==> config.mk <==
export PLATFORM = sky130hd
export DESIGN_NAME = cache_mem_tester_flat
export DESIGN_NICKNAME = d
export VERILOG_FILES = /design/src/rtl/cache_mem_tester_pkg.sv /design/src/rtl/cache_mem_tester_if.sv /design/src/rtl/cache_mem_tester.sv /design/src/flat_wrapper.sv
export SDC_FILE = /design/constraint.sdc
export NUM_CORES = 1
export LEC_CHECK = 0
export CAP_MARGIN = 20
export CORE_MARGIN = 2
export CORE_UTILIZATION = 52
export DETAILED_ROUTE_END_ITERATION = 8
export PLACE_DENSITY = 0.9
export REMOVE_ABC_BUFFERS = 1
export SKIP_LAST_GASP = 1
export SLEW_MARGIN = 40
export SYNTH_ARGS = -nofsm -noshare
export SYNTH_HDL_FRONTEND = slang
export SYNTH_SLANG_ARGS = --single-unit
==> constraint.sdc <==
create_clock -name clk -period 5.3 [get_ports clk]
set_input_delay 1.06 -clock clk [delete_from_list [all_inputs] [get_ports clk]]
set_output_delay 1.06 -clock clk [all_outputs]
set_load 0.02 [all_outputs]
==> src/rtl/cache_mem_tester_pkg.sv <==
// Shared definitions for the cache memory tester: state encoding,
// word size and the deterministic test pattern.
package cache_mem_tester_pkg;

   // Bytes per cache word; the address advances by this much per index.
   localparam int unsigned WORD_BYTES = 4;

   // Tester states. The 4-bit encoding is exported on the status LEDs,
   // so the values are fixed explicitly.
   typedef enum logic [3:0] {
      ST_IDLE      = 4'd0,
      ST_WR_ISSUE  = 4'd1,
      ST_WR_WAIT   = 4'd2,
      ST_RD_SETUP  = 4'd3,
      ST_RD_SETTLE = 4'd4,
      ST_RD_WAIT   = 4'd5,
      ST_DONE      = 4'd6
   } state_t;

   // Pattern word for a byte address: low address half and its complement,
   // scrambled with the seed. Only the low 16 address bits contribute.
   function automatic logic [31:0] pat(input logic [15:0] addr_lo,
                                       input logic [31:0] seed);
      return {addr_lo, ~addr_lo} ^ seed;
   endfunction

endpackage

==> src/rtl/cache_mem_tester_if.sv <==
// Word port between the tester (master) and the PSRAM-backed cache (slave).
//
// Handshake: a write is accepted on a rising clk edge where write_enable is
// non-zero and busy is 0. A read result is valid on any cycle where
// data_out_ready is 1 and busy is 0; data_out_ready drops for at least one
// cycle after address changes, so a reader must not trust it on the first
// cycle after moving the address.
interface cache_mem_tester_if;
   logic [31:0] address;
   logic [31:0] data_in;
   logic [3:0]  write_enable;
   logic [31:0] data_out;
   logic        data_out_ready;
   logic        busy;

   modport master (
      output address,
      output data_in,
      output write_enable,
      input  data_out,
      input  data_out_ready,
      input  busy
   );

   modport slave (
      input  address,
      input  data_in,
      input  write_enable,
      output data_out,
      output data_out_ready,
      output busy
   );
endinterface

==> src/rtl/cache_mem_tester.sv <==
// Self-checking traffic source for the cache word port: writes a pattern
// over a word range, reads it back, and reports pass/fail, an error count
// and the first failing address.
module cache_mem_tester
   import cache_mem_tester_pkg::*;
#(
   parameter logic [31:0] ADDR_START = 32'h0000_0000,
   parameter int unsigned WORD_COUNT = 1024,
   parameter logic [31:0] SEED       = 32'hA5A5_5A5A
) (
   input  logic                      clk,
   input  logic                      rst,
   input  logic                      start,
   cache_mem_tester_if.master        cache,
   output logic                      done,
   output logic                      pass,
   output logic [15:0]               error_count,
   output logic [31:0]               first_error_addr,
   output logic [5:0]                status
);

   localparam logic [15:0] LAST_IDX = 16'(WORD_COUNT - 1);
   localparam logic [31:0] STEP     = 32'(WORD_BYTES);

   state_t      state_q, state_d;
   logic [15:0] idx_q, idx_d;
   logic [31:0] addr_q, addr_d;
   logic        done_q, done_d;
   logic        pass_q, pass_d;
   logic [15:0] err_q, err_d;
   logic [31:0] first_q, first_d;

   logic [31:0] expected;
   logic        read_valid;
   logic        mismatch;
   logic        last_word;
   logic [15:0] err_inc;

   assign expected   = pat(addr_q[15:0], SEED);
   assign read_valid = cache.data_out_ready && !cache.busy;
   assign mismatch   = (cache.data_out != expected);
   assign last_word  = (idx_q == LAST_IDX);
   assign err_inc    = (err_q == 16'hFFFF) ? err_q : err_q + 16'd1;

   // State and datapath registers; reset aborts any run immediately.
   always_ff @(posedge clk) begin
      if (rst) begin
         state_q <= ST_IDLE;
         idx_q   <= '0;
         addr_q  <= '0;
         done_q  <= 1'b0;
         pass_q  <= 1'b0;
         err_q   <= '0;
         first_q <= '0;
      end else begin
         state_q <= state_d;
         idx_q   <= idx_d;
         addr_q  <= addr_d;
         done_q  <= done_d;
         pass_q  <= pass_d;
         err_q   <= err_d;
         first_q <= first_d;
      end
   end

   // Next-state and datapath update for the write-then-verify sequence.
   always_comb begin
      state_d = state_q;
      idx_d   = idx_q;
      addr_d  = addr_q;
      done_d  = done_q;
      pass_d  = pass_q;
      err_d   = err_q;
      first_d = first_q;

      case (state_q)
         ST_IDLE, ST_DONE: begin
            if (start) begin
               state_d = ST_WR_ISSUE;
               idx_d   = '0;
               addr_d  = ADDR_START;
               done_d  = 1'b0;
               pass_d  = 1'b0;
               err_d   = '0;
               first_d = '0;
            end
         end

         // The strobe is only visible while busy is low, so leaving here
         // coincides with the single accepted write cycle.
         ST_WR_ISSUE: begin
            if (!cache.busy) begin
               state_d = ST_WR_WAIT;
            end
         end

         ST_WR_WAIT: begin
            if (!cache.busy) begin
               if (last_word) begin
                  state_d = ST_RD_SETUP;
                  idx_d   = '0;
                  addr_d  = ADDR_START;
               end else begin
                  state_d = ST_WR_ISSUE;
                  idx_d   = idx_q + 16'd1;
                  addr_d  = addr_q + STEP;
               end
            end
         end

         ST_RD_SETUP: begin
            state_d = ST_RD_SETTLE;
         end

         // Fixed dead cycle so a ready flag left over from the previous
         // address cannot be mistaken for this word's data.
         ST_RD_SETTLE: begin
            state_d = ST_RD_WAIT;
         end

         ST_RD_WAIT: begin
            if (read_valid) begin
               if (mismatch) begin
                  err_d = err_inc;
                  if (err_q == 16'd0) begin
                     first_d = addr_q;
                  end
               end
               if (last_word) begin
                  state_d = ST_DONE;
                  done_d  = 1'b1;
                  pass_d  = (err_q == 16'd0) && !mismatch;
               end else begin
                  state_d = ST_RD_SETUP;
                  idx_d   = idx_q + 16'd1;
                  addr_d  = addr_q + STEP;
               end
            end
         end

         default: begin
            state_d = ST_IDLE;
         end
      endcase
   end

   // Cache port drive: address is registered, strobe and data only in WR_ISSUE.
   always_comb begin
      cache.address      = addr_q;
      cache.data_in      = '0;
      cache.write_enable = 4'b0000;
      if (state_q == ST_WR_ISSUE) begin
         cache.data_in = expected;
         if (!cache.busy) begin
            cache.write_enable = 4'b1111;
         end
      end
   end

   assign done             = done_q;
   assign pass             = pass_q;
   assign error_count      = err_q;
   assign first_error_addr = first_q;
   assign status           = {cache.busy, cache.data_out_ready, state_q};

endmodule

==> src/flat_wrapper.sv <==
// flat-port wrapper written by rule: the top's interface ports become plain ports
module cache_mem_tester_flat import cache_mem_tester_pkg::*;
#(
   parameter logic [31:0] ADDR_START = 32'h0000_0000,
   parameter int unsigned WORD_COUNT = 1024,
   parameter logic [31:0] SEED       = 32'hA5A5_5A5A
)
  (clk, rst, start, done, pass, error_count, first_error_addr, status, cache_address, cache_data_in, cache_write_enable, cache_data_out, cache_data_out_ready, cache_busy);
  cache_mem_tester_if cache_i ();
  input  logic clk;
  input  logic rst;
  input  logic start;
  output logic done;
  output logic pass;
  output logic [15:0] error_count;
  output logic [31:0] first_error_addr;
  output logic [5:0] status;
  output wire logic [$bits(cache_i.address)-1:0] cache_address;
  output wire logic [$bits(cache_i.data_in)-1:0] cache_data_in;
  output wire logic [$bits(cache_i.write_enable)-1:0] cache_write_enable;
  input wire logic [$bits(cache_i.data_out)-1:0] cache_data_out;
  input wire logic [$bits(cache_i.data_out_ready)-1:0] cache_data_out_ready;
  input wire logic [$bits(cache_i.busy)-1:0] cache_busy;
  assign cache_address = cache_i.address;
  assign cache_data_in = cache_i.data_in;
  assign cache_write_enable = cache_i.write_enable;
  assign cache_i.data_out = cache_data_out;
  assign cache_i.data_out_ready = cache_data_out_ready;
  assign cache_i.busy = cache_busy;
  cache_mem_tester #(.ADDR_START(ADDR_START), .WORD_COUNT(WORD_COUNT), .SEED(SEED)) u_core (.clk(clk), .rst(rst), .start(start), .cache(cache_i), .done(done), .pass(pass), .error_count(error_count), .first_error_addr(first_error_addr), .status(status));
endmodule
After elaboration in Yosys (flattened, before gate mapping) --
Cells that the tools add are included.
Storage, ports and cells: bits in registers 102, input port bits 37, output and inout port bits 124
Cells by class: add/subtract/negate cells 3, equal/unequal tests 18, muxes and demuxes 37, bitwise operators 2, reduce and logical (&&, ||, !) cells 14
Operator list (count):
- 2-to-1 mux 32 bit | 9
- 2-to-1 mux 16 bit | 8
- case mux 32 bit (3 select lines) | 1
- case mux 32 bit (2 select lines) | 1
- case mux 16 bit (3 select lines) | 1
- adder 16 x 1 -> 16 bit (second input constant) | 2
- adder 32 x 3 -> 32 bit (second input constant) | 1
- inequality test 32 bit | 1
- inverter 16 bit | 2
- case mux 16 bit (2 select lines) | 1
- 2-to-1 mux 4 bit | 6
- case mux 4 bit (6 select lines) | 1
- == test 16 x 10 -> 1 bit (second input constant) | 1
- == test 16 bit (second input constant) | 1
- logical NOT 16 bit | 1
- AND reduction 5 bit | 3
- == test 4 x 3 -> 1 bit (second input constant) | 3
- inequality test 2 bit (second input constant) | 5
- == test 4 x 2 -> 1 bit (second input constant) | 2
- inequality test 2 x 1 -> 1 bit (second input constant) | 4
- AND reduction 4 bit | 2
- 2-to-1 mux 1 bit | 5
- == test 4 x 1 -> 1 bit (second input constant) | 1
- logical NOT 4 bit | 1
- other kinds (8) | 11

Depth between registers and ports, before layout --
Gate-level depths: netlist of the first run.
depth after elaboration 8, depth in mapped cells 9, gate-level depth less buffers 7

Worst setup path after synthesis of the first run --
OpenSTA, ideal clock, no wires.
kind reg-to-output, start point register u_core.state_q[0], end point output cache_data_in[30], arrival time 1.940 ns, setup slack 2.300 ns, cell stages (with the launch flop) 8, path through dfxtp_1 > buf_2 > inv_1 > or3_1 > clkbuf_1 > inv_1 > and2_1 > buf_4
Between the ends: word-level cells in the longest chain between the ends 2
Ends and longest elaborated chain:
- start, declared | RTL line cache_mem_tester.sv:25 | state_t state_q, state_d;
- start signal, assigned | RTL line cache_mem_tester.sv:56 | state_q <= state_d;
- == test 4 x 1 -> 1 bit | RTL line cache_mem_tester.sv:152 | if (state_q == ST_WR_ISSUE) begin
- 2-to-1 mux 32 bit | RTL line cache_mem_tester.sv:152
- end, declared | RTL line flat_wrapper.sv:19 | output wire logic [$bits(cache_i.data_in)-1:0] cache_data_in;
No other way between the ends.

Worst setup path in the final report of the first run --
start point register u_core.state_q[0], end point output cache_data_in[27]
The elaborated chain is that of the path after synthesis.

==> flow_summary.toml, run 1 <==
[logic_synthesis]
syn_area_per_cell_um2 = 8.41
yosysUniqueCellTypes = 57
synth_seq_cells = 98
synthCells = 653
synth_top_area_cell = "dfxtp_1"
ys_top_cells_by_area = "dfxtp_1 36%, xnor2_1 6.9%, a41o_1 5.3%, o211a_1 5.3%, nor2_1 4.6%"
netlist.area_leader.share = 0.357
synthArstFlopShare = 0
synth-edff-count = 0
syn_area_mm2 = 0.00549
seq_area_frac_synth = 0.357
synth_flop_cell = "dfxtp_1"
ys_warn_count = 0

[job]
drv_cap = 0

[worst_setup_path]
cp.arrival_ns = 2.84
critPathKind = "flop to output pin"
cp-end-kind = "output pin"
path_max_fanout = 11
crit_path_start_kind = "flop"
required_ns = 4.24

[cells_and_area]
layout.cells.non_filler = 889
final_cell_mix = "155 x clkdlybuf4s50_1, 98 x dfxtp_1, 66 x nor2_1"
nets = 789
layout_commonest_cell = "clkdlybuf4s50_1"
finalInstanceArea_mm2 = 0.00706
num_antenna_cells = 0
areaGrowthSynthToFinish_pct = 28.5
drive_gt1_frac = 0.0412

[clocking]
holdBufCountCts = 0
clock_path_buffers = 2
cts_buffers = 9
clk_latency_ns = 0.38
cts_setup_buffers = 0
cts_resized = 0
cts_num_sinks = 98
cts_tree = "yes"
cts.clk_slew.worst_paths_ns = 0.10
h-tree-depth = 3
cts-root-buf = "clkbuf_8"

[timing]
tns_ns = 0
max_slew_margin = 0.519
whs_ns = 0.466
setup_viol = 0
fmax_mhz = 256
post-route-period-util = 0.736
fin_worst_skew_ns = 0.0138
rsz0062_at_grt = "no"
slew_violations = 0
finalHoldViolCount = 0
max_slew.worst_pin.slew_ns = 0.720
period_needed_ns = 3.90

[drt]
dr.pass1.iters = 5
ant_nets = 0
drtIter0Drc = 495
vias_per_cell = 6.20
wirelength_mm = 16.1
post_drt_wl_per_cell_um = 18.1
drc_errors = 0
via_count = 5508

[die]
dieHeight_um = 107
dieArea_mm2 = 0.0114
rows = 37
ios = 161
fp.dieW_um = 107
initial_utilization = 0.534
coreArea_mm2 = 0.0103

[grt]
overflow = 0
use_met3 = 0.0505
grt_max_degree = 76
grt_pass1_wl_mm = 25.5
top_usage_layer = "met2"
met1_usage = 0.348
antenna_found_initial = 0
met2_usage = 0.465
grt_use_total = 0.274
grt_pass1_vias = 5128

[power]
p_per_area_mw_per_mm2 = 229
leakagePower_uw = 0.00283
ir_drop_v = 0.000157
totalPowerFinal_uw = 1620

[place]
io_buffers = 155
placed_cells = 873
dp_hpwl_mm = 11.3
placed_area_mm2 = 0.00688
gp_congestion = 0.883

[hold_path]
hp-class = "flop to flop"

[status]
status = "finished clean"
[registers in the layout, summed over array words and instances, names as in the netlist]
signal / flops
u_core.state_q: 3
u_core.done: 1
u_core.error_count: 16
u_core.idx_q: 16
u_core.pass: 1
u_core.first_error_addr: 31
u_core.cache.address: 30
[critical path: stages (launching register included)]
cell,delay [ns]
dfxtp_1,0.53
inv_1,0.14
or3_1,0.56
inv_1,0.39
and2_1,0.22
clkdlybuf4s50_1,0.65
[path summary, 6_finish.rpt]
path,from,endpoint,depth (start not counted),slack (ns)
max,u_core.state_q[0],cache_data_in[27],5,1.40
min reg2reg,u_core.first_error_addr[19],u_core.first_error_addr[19],2,0.47
max reg2reg,u_core.state_q[2],u_core.cache.address[30],6,2.35
min,u_core.first_error_addr[19],u_core.first_error_addr[19],2,0.47
[stage by stage]
step	utilization	setup WS (ns)
global placement	0.669	1.59
global route	0.687	1.30
finish	0.687	1.40
detailed placement	0.669	1.56
floorplan	-	1.19
CTS	0.686	1.44
[logic make-up (layout without fill, tap and decap cells)]
group / Yosys count / after routing / share of synthesized area
mux: 1 / 1 / 0.00182
compound gates: 134 / 134 / 0.197
other cells: 1 / 5 / 0.000683
xor+xnor: 62 / 62 / 0.0989
simple gates: 258 / 258 / 0.249
fa+ha+maj: 4 / 4 / 0.00911
buf+inv: 95 / 191 / 0.0864
flops: 98 / 98 / 0.357
[Yosys cell counts, types with 4 or more instances]
cell	number
dfxtp_1	98
nor2_1	67
xnor2_1	43
clkbuf_1	39
nand2_1	38
a41o_1	29
o211a_1	29
nor4_1	27
buf_4	26
nand3_1	24
nand4_1	22
nor3_1	22
a21oi_1	21
xor2_1	19
buf_2	16
inv_1	11
o21ai_0	9
o21ai_1	9
and2_1	8
or3_1	8
and4_1	7
o311ai_0	7
a32o_1	6
and3_1	6
or4_1	6
nand2b_1	5
a31oi_1	4
ha_1	4
[report_power, final]
| part | internal [uW] | leakage [uW] | switching (uW) |
|---|---|---|---|
| clock | 172 | 0.0000904 | 268 |
| combinational | 149 | 0.00195 | 259 |
| sequential | 744 | 0.000790 | 23.1 |
[routing by layer]
metal	share of wire	wire length, um	up-vias
met3	0.079	1280	24
met2	0.49	7970	281
li1	-	-	2559
met4	0.016	265	0
met1	0.41	6590	2644
met5	0	0	-
[cell type report]
class	count	area, um^2
clock inverters	6	41.3
repair buffers	164	1620
well taps	136	170
inverters	11	43.8
flip-flops and latches	98	1960
fillers	805	3220
multi-input cells	464	3090
clock buffers	10	128
Note: power is estimated with default switching activity, not from simulation.
==> inputs of run 2 (changes only) <==
- CORE_UTILIZATION: 52 -> 43
- PLACE_DENSITY: 0.9 -> 0.8
- clock period: 5.3 -> 3.35 ns (I/O delays scaled with it)
==> run 2 against run 1 <==
  * Clock power is 130% higher
  * Wire length is 4.0% higher
  * Sequential share of layout area is 0.88 points lower
  * Hold slack better by 0.0030 ns
  * First-iteration DRC count is 7.3% lower
  * Critical path type unchanged
  * Clock-buffer cell count is 1 higher
  * Critical path depth stayed put
  * Register-to-register slack worse by 1.9 ns
  * Global-route usage is 3.4 points lower
  * Die area is 20% higher
  * Sequential cell count stayed put
==> flow_summary.toml, run 2 (synthesis gave the netlist of run 1 again) <==
[status]
status = "finished clean"

[clocking]
cts_setup_buffers = 0
cts_buffers = 9
h-tree-depth = 3
cts.clk_slew.worst_paths_ns = 0.07
holdBufCountCts = 0
cts-root-buf = "clkbuf_16"
clock_path_buffers = 2
clk_latency_ns = 0.35
cts_tree = "yes"
cts_num_sinks = 98
cts_resized = 0

[drt]
via_count = 5534
drtIter0Drc = 459
dr.pass1.iters = 5
wirelength_mm = 16.7
post_drt_wl_per_cell_um = 17.9
vias_per_cell = 5.93
drc_errors = 0
ant_nets = 0

[cells_and_area]
drive_gt1_frac = 0.0526
largest_reg_flops = 31
layout_commonest_cell = "clkdlybuf4s50_1"
finalInstanceArea_mm2 = 0.00729
num_antenna_cells = 0
nets = 797
final_cell_mix = "155 x clkdlybuf4s50_1, 98 x dfxtp_1, 66 x nor2_1"
fillCellCount = 1057
regArea_mm2 = 0.00196
areaGrowthSynthToFinish_pct = 32.7
multi_input_area_mm2 = 0.00309

[worst_setup_path]
reg2reg_to = "u_core.cache.address[24]"
cp-end-kind = "output pin"
path_max_fanout = 11
r2r_slack_ns = 0.45
ff2ff_path_depth = 5
required_ns = 2.68
worstSetupEndpoint = "cache_data_in[4]"
cp.arrival_ns = 2.54
crit_path_start_kind = "flop"
crit_top_cell = "inv_1"
crit_path_cell_trace = "inv_1, or3_1, inv_1, and2_1, clkdlybuf4s50_1"
critPathKind = "flop to output pin"
cp_slowest_cell = "clkdlybuf4s50_1"
setup.worst_path.start = "u_core.state_q[0]"
r2r-start = "u_core.state_q[0]"
worst_path_largest_cell_delay_ns = 0.62

[place]
dp_hpwl_mm = 12.0
pre_cts_ws_ns = 0.120
placed_area_mm2 = 0.00700
io_buffers = 155
gp_congestion = 0.879

[timing]
period_needed_ns = 3.21
max_slew_margin = 0.462
slew_violations = 0
finalHoldViolCount = 0
post-route-period-util = 0.959
max_slew.worst_pin.slew_ns = 0.807
fin_worst_skew_ns = 0.0117
fmax_mhz = 311
setup_viol = 0
rsz0062_at_grt = "no"
worst_slack_ns = 0.138

[power]
leakagePower_uw = 0.00292
ir_drop_v = 0.000240
p_per_area_mw_per_mm2 = 396
totalPowerFinal_uw = 2890

[die]
initial_utilization = 0.437
dieHeight_um = 117
dieArea_mm2 = 0.0137
coreArea_mm2 = 0.0126
ios = 161
fp.dieW_um = 117
rows = 41

[grt]
grt_max_degree = 63
grt_pass1_wl_mm = 26.1
grt_use_total = 0.240
grt_pass1_vias = 5227
antenna_found_initial = 0
overflow = 0

[job]
drv_cap = 0

[hold_path]
hp-class = "flop to flop"
[run 2: changes by cell type in the layout (fill, tap and decap cells not counted), sizes merged]
cell      delta
inv          +3
buf          +8
clkbuf       +1
clkinv       -5
clkinvlp     +1
[run 2: worst min path at each step]
| stage | to | depth (start not counted) | start | slack (ns) |
|---|---|---|---|---|
| after CTS | u_core.first_error_addr[19] | 2 | u_core.first_error_addr[19] | 0.47 |
| after detailed placement | u_core.first_error_addr[19] | 2 | u_core.first_error_addr[19] | 0.45 |
| after global routing | u_core.first_error_addr[19] | 2 | u_core.first_error_addr[19] | 0.49 |
| final | u_core.first_error_addr[19] | 2 | u_core.first_error_addr[19] | 0.47 |
| after global placement | u_core.first_error_addr[19] | 2 | u_core.first_error_addr[19] | 0.45 |
| after floorplan | u_core.idx_q[15] | 2 | u_core.idx_q[15] | 0.48 |
[run 2: power breakdown]
group	switching [uW]	internal, uW	total (uW)
Sequential	23.9	1180	1200
Clock	472	536	1010
Combinational	426	254	680
Total	923	1970	2890
[run 2: metrics by stage]
| step | utilization | std cells | setup TNS [ns] | hold WS (ns) |
|---|---|---|---|---|
| after floorplan | - | 573 | -23.47 | 0.479 |
| after global placement | 0.556 | 917 | 0 | 0.448 |
| after detailed placement | 0.557 | 917 | 0 | 0.453 |
| after CTS | 0.579 | 933 | 0 | 0.468 |
| after global routing | 0.580 | 933 | 0 | 0.488 |
| final | 0.580 | 933 | 0 | 0.469 |
[run 2: worst max-delay path: cells and delay by family (launching register included)]
family	cells	cell delay, ns
and+or+nand+nor	2	0.60
buffers and inverters	3	1.09
DFF	1	0.53
[run 2: cell type report]
class	instances	share of cell area
flip-flops and latches	98	0.269
clock buffers	11	0.0333
well taps	172	0.0295
clock inverters	5	0.00584
repair buffers	172	0.232
multi-input cells	464	0.424
inverters	11	0.00567
[run 2: layer usage]
metal / routed length (um) / up-vias / global-route usage / share of wire
met3: 1360 / 28 / 0.0407 / 0.082
met2: 8420 / 271 / 0.419 / 0.50
met1: 6640 / 2645 / 0.298 / 0.40
met5: 0 / - / 0.00741 / 0
met4: 309 / 0 / 0.0886 / 0.018
li1: - / 2590 / - / -
==> inputs of run 3 (changes only) <==
- CORE_MARGIN: 2 -> 3
==> run 3 against run 2 <==
  * Critical path depth stayed put
  * First-iteration DRC count is 4.8% higher
  * Cell area is 0.22% higher
  * Combinational power hardly changed
  * Highest routed layer unchanged
  * Clock-buffer cell count is 2 lower
  * Largest cell class unchanged
  * Clock skew is 0.0026 ns lower
  * Sequential cell count stayed put
  * Global-route usage is 1.1 points lower
==> flow_summary.toml, run 3 (synthesis gave the netlist of run 1 again) <==
[worst_setup_path]
crit_path_start_kind = "flop"
critPathTopFamily = "buffers and inverters"
worst_path_largest_cell_delay_ns = 0.65
r2r_slack_ns = 0.58
required_ns = 2.68
crit_path_cell_trace = "inv_1, or3_1, buf_4, nor2_1, clkdlybuf4s50_1"
crit_buf_inv = 3
ff2ff_path_depth = 7
path_max_fanout = 11
reg2reg_to = "u_core.cache.address[20]"
cp_slowest_cell = "clkdlybuf4s50_1"
r2r-start = "u_core.idx_q[0]"
cp.arrival_ns = 2.47
critPathKind = "flop to output pin"
cp-end-kind = "output pin"

[cells_and_area]
num_antenna_cells = 0
layout.cells.non_filler = 930
largest_reg_flops = 31
fillCellCount = 1056
final_core_util = 0.596
multi_input_area_mm2 = 0.00309
drive_gt1_frac = 0.0564
layout_commonest_cell = "clkdlybuf4s50_1"
finalInstanceArea_mm2 = 0.00730
areaGrowthSynthToFinish_pct = 33.0
regArea_mm2 = 0.00196
nets = 798
final_cell_mix = "155 x clkdlybuf4s50_1, 98 x dfxtp_1, 66 x nor2_1"

[timing]
rsz0062_at_grt = "no"
fin_worst_skew_ns = 0.00907
setup_viol = 0
worst_slack_ns = 0.208
slew_violations = 0
max_slew_margin = 0.465
post-route-period-util = 0.938
fmax_mhz = 318
period_needed_ns = 3.14
max_slew.worst_pin.slew_ns = 0.800
finalHoldViolCount = 0
whs_ns = 0.480

[status]
status = "finished clean"

[die]
fp.dieW_um = 119
rows = 40
initial_utilization = 0.448
ios = 161
dieHeight_um = 119
dieArea_mm2 = 0.0142
coreArea_mm2 = 0.0123

[grt]
grt_pass1_wl_mm = 27.0
grt_use_total = 0.230
overflow = 0
grt_pass1_vias = 5219
grt_max_degree = 48
antenna_found_initial = 0

[place]
placed_area_mm2 = 0.00699
io_buffers = 155
gp_congestion = 0.854
placed_cells = 914
pre_cts_ws_ns = 0.140
dp_hpwl_mm = 11.8

[clocking]
holdBufCountCts = 0
h-tree-depth = 3
cts_setup_buffers = 0
cts-root-buf = "clkbuf_16"
cts_num_sinks = 98
clk_latency_ns = 0.36
cts.clk_slew.worst_paths_ns = 0.07
cts_tree = "yes"
clock_path_buffers = 2
cts_buffers = 9

[drt]
dr.pass1.iters = 5
ant_nets = 0
via_count = 5518
post_drt_wl_per_cell_um = 17.9
wirelength_mm = 16.6
drc_errors = 0
drtIter0Drc = 481
vias_per_cell = 5.93

[power]
p_per_area_mw_per_mm2 = 406
leakagePower_uw = 0.00292
ir_drop_v = 0.000384

[hold_path]
hp-class = "flop to flop"
worstHoldEndpoint = "u_core.pass"
hold_depth = 2
min_from = "u_core.pass"

[job]
drv_cap = 0
[run 3: changes by cell type in the layout (fill, tap and decap cells not counted), sizes merged]
cell	before	now
clkinvlp	1	3
clkbuf	11	9
inv	15	13
clkinv	0	1
buf	17	18
bufinv	0	1
[run 3: through the flow]
step | power (uW) | TNS (ns)
after floorplan | 1570 | -23.47
after global placement | 1880 | 0
after detailed placement | 1900 | 0
after CTS | 2970 | 0
after global routing | 3080 | 0
final | 2970 | 0
[run 3: cell type report]
type / count / area share
multi-input combinational: 464 / 0.423
sequential: 98 / 0.269
timing repair buffer: 173 / 0.231
clock buffer: 9 / 0.0308
tap: 168 / 0.0288
clock inverter: 7 / 0.0113
inverter: 11 / 0.00617
[run 3: routing by layer]
layer  vias to the layer above  GRT usage  share of wire
met4                         0     0.0768          0.024
met1                      2649      0.287           0.41
met2                       254      0.389           0.50
met3                        32     0.0537          0.066
li1                       2583          -              -
met5                         -          0              0
[run 3: how the worst max path moves through the flow]
stage / from / endpoint / cells after the start
5_1_grt: u_core.state_q[0] / cache_write_enable[3] / 5
2_1_floorplan: u_core.state_q[2] / u_core.first_error_addr[10] / 5
3_5_place_dp: cache_data_out[14] / u_core.error_count[5] / 7
3_3_place_gp: cache_data_out_ready / u_core.first_error_addr[20] / 7
6_report: u_core.state_q[0] / cache_write_enable[1] / 5
4_1_cts: u_core.state_q[0] / cache_data_in[28] / 5
[run 3: power breakdown]
| group | total, uW | leakage [uW] | switching, uW | internal, uW |
|---|---|---|---|---|
| clock network | 1090 | 0.000145 | 494 | 591 |
| logic | 678 | 0.00199 | 424 | 253 |
| registers | 1200 | 0.000790 | 25.1 | 1180 |
| total | 2970 | 0.00292 | 943 | 2020 |
[run 3: timing repair]
item / in CTS / in global routing
endpoints found under the hold margin: 0 / 0
endpoints found under the setup margin: 0 / 9
resized for setup: 0 / 1
[run 3: tightest hold or removal path, delay by kind of cell (launching register included)]
family	cells	cell delay, ns
AO/OA/AOI/OAI	1	0.05
AND/OR/NAND/NOR	1	0.06
flip-flops	1	0.33
